===== src/rtl/product_accumulator_pkg.sv =====
// Shared types and constants for the frame product accumulator.
// Holds the FSM state encoding and the longest frame length.
package product_accumulator_pkg;

  localparam int MAX_LEN = 16;
  localparam int LEN_W   = 5;

  typedef enum logic [1:0] {
    IDLE  = 2'd0,
    ACCUM = 2'd1,
    DONE  = 2'd2
  } state_e;

endpackage


===== src/rtl/product_accumulator.sv =====
// Sums a frame of unsigned products and tracks the frame peak.
// The result and a one-cycle valid pulse are published on entry to DONE.
module product_accumulator
  import product_accumulator_pkg::*;
#(
  parameter int ACC_W = 20,
  parameter int PW    = 16
) (
  input  logic             clk_system,
  input  logic             rst_system,
  input  logic             start,
  input  logic [3:0]       frame_len,
  input  logic [PW-1:0]    prod_in,
  input  logic             prod_valid,
  output logic [ACC_W-1:0] acc_out,
  output logic [PW-1:0]    peak_out,
  output logic             acc_valid,
  output logic             busy
);

  state_e             state_q, state_d;
  logic [LEN_W-1:0]   len_q, len_d;
  logic [LEN_W-1:0]   cnt_q, cnt_d;
  logic [ACC_W-1:0]   sum_q, sum_d;
  logic [PW-1:0]      peak_q, peak_d;
  logic [ACC_W-1:0]   acc_q, acc_d;
  logic [PW-1:0]      pk_q, pk_d;
  logic               vld_q, vld_d;

  always_comb begin
    state_d = state_q;
    len_d   = len_q;
    cnt_d   = cnt_q;
    sum_d   = sum_q;
    peak_d  = peak_q;
    acc_d   = acc_q;
    pk_d    = pk_q;
    vld_d   = 1'b0;
    unique case (state_q)
      IDLE: begin
        if (start) begin
          len_d   = (frame_len == 4'd0) ? LEN_W'(MAX_LEN)
                                        : {1'b0, frame_len};
          cnt_d   = '0;
          sum_d   = '0;
          peak_d  = '0;
          state_d = ACCUM;
        end
      end
      ACCUM: begin
        if (prod_valid) begin
          sum_d = sum_q + ACC_W'(prod_in);
          if (prod_in > peak_q) peak_d = prod_in;
          cnt_d = cnt_q + LEN_W'(1);
          // Publish the final values at the same edge that enters DONE
          if (cnt_d == len_q) begin
            state_d = DONE;
            acc_d   = sum_d;
            pk_d    = peak_d;
            vld_d   = 1'b1;
          end
        end
      end
      DONE: state_d = IDLE;
      default: state_d = IDLE;
    endcase
  end

  always_ff @(posedge clk_system or posedge rst_system) begin
    if (rst_system) begin
      state_q <= IDLE;
      len_q   <= '0;
      cnt_q   <= '0;
      sum_q   <= '0;
      peak_q  <= '0;
      acc_q   <= '0;
      pk_q    <= '0;
      vld_q   <= 1'b0;
    end else begin
      state_q <= state_d;
      len_q   <= len_d;
      cnt_q   <= cnt_d;
      sum_q   <= sum_d;
      peak_q  <= peak_d;
      acc_q   <= acc_d;
      pk_q    <= pk_d;
      vld_q   <= vld_d;
    end
  end

  assign acc_out   = acc_q;
  assign peak_out  = pk_q;
  assign acc_valid = vld_q;
  assign busy      = (state_q == ACCUM);

endmodule


===== config.mk =====
export PLATFORM = sky130hd
export DESIGN_NAME = product_accumulator
export DESIGN_NICKNAME = d
export VERILOG_FILES = /design/src/rtl/product_accumulator_pkg.sv /design/src/rtl/product_accumulator.sv
export SDC_FILE = /design/constraint.sdc
export NUM_CORES = 1
export LEC_CHECK = 0
export ABC_AREA = 1
export CAP_MARGIN = 20
export CORE_MARGIN = 1.5
export CORE_UTILIZATION = 62
export CTS_BUF_LIST = sky130_fd_sc_hd__clkbuf_4
export DETAILED_ROUTE_END_ITERATION = 10
export PLACE_DENSITY_LB_ADDON = 0.3
export SYNTH_ARGS = -nofsm -noshare
export SYNTH_HDL_FRONTEND = slang
export SYNTH_SLANG_ARGS = --single-unit
export TNS_END_PERCENT = 20

===== constraint.sdc =====
create_clock -name clk_system -period 6.97 [get_ports clk_system]
set_input_delay 2.091 -clock clk_system [delete_from_list [all_inputs] [get_ports clk_system]]
set_output_delay 2.091 -clock clk_system [all_outputs]
set_load 0.05 [all_outputs]

# == Yosys cells after proc, flatten, opt, wreduce, memory -nomap -nowiden ==
# Index checks and enable logic that the tools add are counted.
# op_classes
add_sub_neg,2
magnitude_cmp,1
eq_ne,5
muxes,18
n_reduce_logical,7
# op_table
operator,n
$mux 16,3
$mux 20,2
$pmux 20 s2,1
$pmux 16 s2,1
$add 20x16->20,1
$gt 16x16->1,1
$mux 5,3
$pmux 5 s2,1
$reduce_and 3->1,3
$mux 2,3
$add 5x1->5 const B,1
$eq 5x5->1,1
$logic_not 4->1,1
$ne 2x2->1 const B,2
$pmux 2 s2,1
$mux 1,3
$eq 2x1->1 const B,1
$logic_not 2->1,1
$ne 2x1->1 const B,1
$reduce_and 2->1,1
$reduce_bool 2->1,1
# totals
register_bits,85
input_bits,24
out_inout_bits,38
wordCells,41

# == Depth between registers and ports, before layout ==
# depth
word_depth,5
depth_mapped,16
depth_no_buf,15

# == Worst setup path before layout ==
# No wires, ideal clock.
# synth_path
kind,input -> register
from,in prod_in[0]
to,reg sum_q[12]
setup_time_ns,0.065
arrival_time_ns,3.466
required_ns,6.905
slack_ns,3.439
stages,13
n_path_buf,0
path_cell_list,ha_1 > inv_1 > fa_1 > inv_1 > nand3_1 > nand3_1 > nand2_1 > nand2_1 > nand2_1 > a21o_1 > nand2_1 > nand2_1 > nand2_1
# synth_via
elab_chain_cells,3
# synth_lines
item,line_no,source
"start, declared",product_accumulator.sv:13,"input logic [PW-1:0] prod_in,"
$add 20x16->20,product_accumulator.sv:52,sum_d = sum_q + ACC_W'(prod_in);
$mux 20,product_accumulator.sv:51,if (prod_valid) begin
$pmux 20 s2,product_accumulator.sv:39,unique case (state_q)
"end signal, assigned",product_accumulator.sv:83,sum_q <= sum_d;
"end, declared",product_accumulator.sv:24,"logic [ACC_W-1:0] sum_q, sum_d;"
# No other way between the ends. The select of a mux whose other input is x is not followed.
# A chain may end at the register's enable or synchronous reset.

# == Worst setup path in the final report ==
# layout_path
from,in prod_in[11]
to,reg peak_q[7]
# layout_via
elab_chain_cells,4
# layout_lines
item,line_no,source
$gt 16x16->1,product_accumulator.sv:53,if (prod_in > peak_q) peak_d = prod_in;
$mux 16,product_accumulator.sv:53,
$mux 16,product_accumulator.sv:51,
$pmux 16 s2,product_accumulator.sv:39,
"end signal, assigned",product_accumulator.sv:84,peak_q <= peak_d;
"end, declared",product_accumulator.sv:25,"logic [PW-1:0] peak_q, peak_d;"
# No other way between the ends. The select of a mux whose other input is x is not followed.

==> results.txt <==
----------------------------------------------------
[Floorplanning]
  Placeable core area ... 7810 um^2
  Standard-cell rows ... 32
  Die width ... 93.5 um
  Area enclosed by the die boundary ... 8740 um^2
  Top-Level Pins ... 62
  Height of the die ... 93.5 um
  Starting utilization of the core area ... 65.0%

[Detailed routing]
  Number of detailed-route iterations in the first pass ... 5
  Total detailed-routing wirelength ... 11.7 mm
  Wire per inst ... 13.8 um
  DR iter-0 viols ... 280
  Total DRC errors in the routed layout ... 0
  Average vias per placed instance ... 5.54
  Overall via count from detail_route ... 4,706
  Number of antenna-violating nets in the routed design ... 0

[Job]
  Number of maximum-capacitance violations ... 0

[Clock network]
  Total CTS buffers ... 9
  Clock tree from TritonCTS ... done
  Buffers from clock root to sink, at most ... 2
  Clock-pin slew of the registers on the worst-case setup and hold paths ... 0.14 ns
  Level count of the clock H-tree ... 3
  Clock root buffer ... clkbuf_4
  Clock sink total ... 85
  Post-CTS Setup Inserts ... 0
  Worst-skew pair later-pin latency ... 0.43 ns
  Cts hold-fix bufs ... 0
  Post_cts resized ... 0

[Logic synthesis]
  Post-Synth Simple-Gate Area ... 33.9%
  Leading post-synthesis cells by cell area ... dfrtp_1 (42%), nand2_1 (20%), ha_1 (8.1%)
  Largest family of logic cells by synthesized area ... simple AND/OR/NAND/NOR gates
  Synth Net Count ... 743
  Share of synthesized area occupied by flip-flops and latches ... 41.9%
  Count of cell types in the netlist ... 34
  Area of the mapped netlist ... 5080 um^2
  Dominant cell type by area after synthesis ... dfrtp_1
  Xor/xnor cell area share of the yosys netlist ... 2.07%
  Yosys warning total ... 0
  Count of state elements after synthesis ... 85
  Top-area cell type share of the netlist area ... 41.9%
  Post-Synth Adder-Cell Area ... 8.53%
  Multiplexer area fraction after synthesis ... 0%
  Synth Area in Compound Gates ... 5.82%
  Cell count after synthesis ... 685
  Mean area per synthesized cell ... 7.41 um^2

[Global route]
  Wire length of the first global-routing pass ... 20.0 mm
  Initial antenna violation count ... 0
  Largest net degree at the start of global routing ... 45
  Combined global-route utilization of all metal layers ... 28.8%
  Aggregate global routing overflow ... 0
  Number of global-route vias before repair ... 4,505

[Layout]
  Fraction of layout instances using a drive strength above 1 ... 4.15%
  Highest-count cells in the layout ignoring fill and taps ... nand2_1 (276), dfrtp_1 (85), nand3_1 (77), inv_1 (74), clkdlybuf4s50_1 (61)
  Layout filler cell count ... 618
  Antenna Diode Count ... 0
  Commonest non-fill, non-tap cell in the layout ... nand2_1
  Number of nets at the end of the flow ... 800
  Growth of design area from synthesis to finish ... 15.4%

[Critical path]
  Data arrival, critical path ... 4.33 ns
  Element type at the critical path end ... register
  Type of origin of the critical path ... input pin
  WP data required ... 7.29 ns
  Category of the critical setup timing path ... in2reg
  Highest fanout seen on the critical path ... 17

[Timing]
  Final hold violation count ... 0
  Setup repair after global routing missed its margin ... false
  Final TNS setup ... 0 ns
  Transition time at the pin with the least slew margin ... 0.867 ns
  Final min period ... 4.01 ns
  Fin worst setup slack ... 2.96 ns
  Headroom to the max-slew limit ... 42.1%
  Final Max Tran Viols ... 0
  Maximum achievable frequency ... 249 MHz
  Part of the cycle the worst path needs ... 57.6%
  Maximum clock skew at final layout ... 0.0189 ns
  Setup violation total in the final timing report ... 0

[Placement]
  Final weighted congestion in routability-driven placement ... 0.966
  Count of input and output buffers ... 61
  Post-detailed-placement half-perimeter wirelength ... 8.43 mm
  Post-Place Setup Slack ... 2.51 ns

[Pwr]
  Leakage power ... 3.19 nW
  PwrDens ... 466 nW/um^2
  Max IR drop VDD ... 342 uV

[Run status]
  Result of the run ... complete, no violations

[Worst hold path]
  Min-delay worst type ... reg2reg

----------------------------------------------------
-- per-layer routing --
layer / track usage (%) / wire length (um) / vias to the layer above
met5: 0 / 0 / -
met4: 11.9 / 245 / 0
met3: 4.72 / 661 / 31
met2: 46.1 / 5610 / 161
met1: 38.8 / 5200 / 2219
li1: - / - / 2295
-- stage by stage --
step	instance area, um^2	total power [mW]	hold slack [ns]	cells	util, %
after floorplan	5080	2.03	0.449	685	-
after global placement	5730	2.39	0.461	833	73.4
after detailed placement	5730	2.45	0.466	833	73.4
after CTS	5860	2.73	0.498	849	75.0
after global routing	5860	2.96	0.512	849	75.0
final	5860	2.73	0.494	849	75.0
-- cells in the mapped netlist, drive strengths merged --
cell and instances:
nand4 8, buf 12, o22ai 4, nor4 1
fa 1, o21ai 14, dfrtp 85, nor3 2
a22o 6, and2 1, xor2 11, inv 78
nand2 281, nor2 35, ha 33, a21oi 22
nand3b 1, o21bai 1, clkbuf 5, xnor2 1
o211ai 1, a21o 3, nand3 79
-- where the power goes --
part	internal [mW]	switching [mW]
logic	0.531	1.09
registers	0.701	0.130
clock network	0.110	0.168
-- path summary, 6_finish.rpt --
kind                                  start          end  slack, ns  cells past startpoint
worst max-delay path            prod_in[11]    peak_q[7]       2.96                      9
worst min-delay path            peak_out[1]  peak_out[1]       0.49                      2
worst max register to register   state_q[1]     sum_q[6]       4.46                      7
worst min register to register  peak_out[1]  peak_out[1]       0.49                      2
max in group asynchronous        rst_system    sum_q[18]       3.87                      3
min in group asynchronous        rst_system  peak_out[5]       2.05                      2
-- kinds of logic after synthesis --
family,count (synthesis)
xor+xnor,12
buf+inv,95
simple gates,408
compound gates,51
fa+ha+maj,34
flops,85
-- state kept, by name, indices dropped and copies added (netlist names) --
register and flops:
acc_out 20, sum_q 20, peak_out 16, peak_q 16
cnt_q 5, len_q 5, state_q 2, acc_valid 1
-- critical path: stages --
cell	delay, ns
clkdlybuf4s50_1	0.49
ha_1	0.38
nand4_1	0.12
nor3_2	0.19
nand3_2	0.36
nand2_2	0.41
nand2_1	0.12
nand3_1	0.10
nand2_1	0.08
-- layout make-up --
cell class	count	area [um^2]	share of cell area, %
flip-flops and latches	85	2130	36.3
well taps	102	128	2.18
inverters	78	294	5.02
multi-input cells	505	2560	43.6
clock buffers	10	75.1	1.28
clock inverters	6	53.8	0.918
repair buffers	63	626	10.7
(Power assumes the default switching activity.)
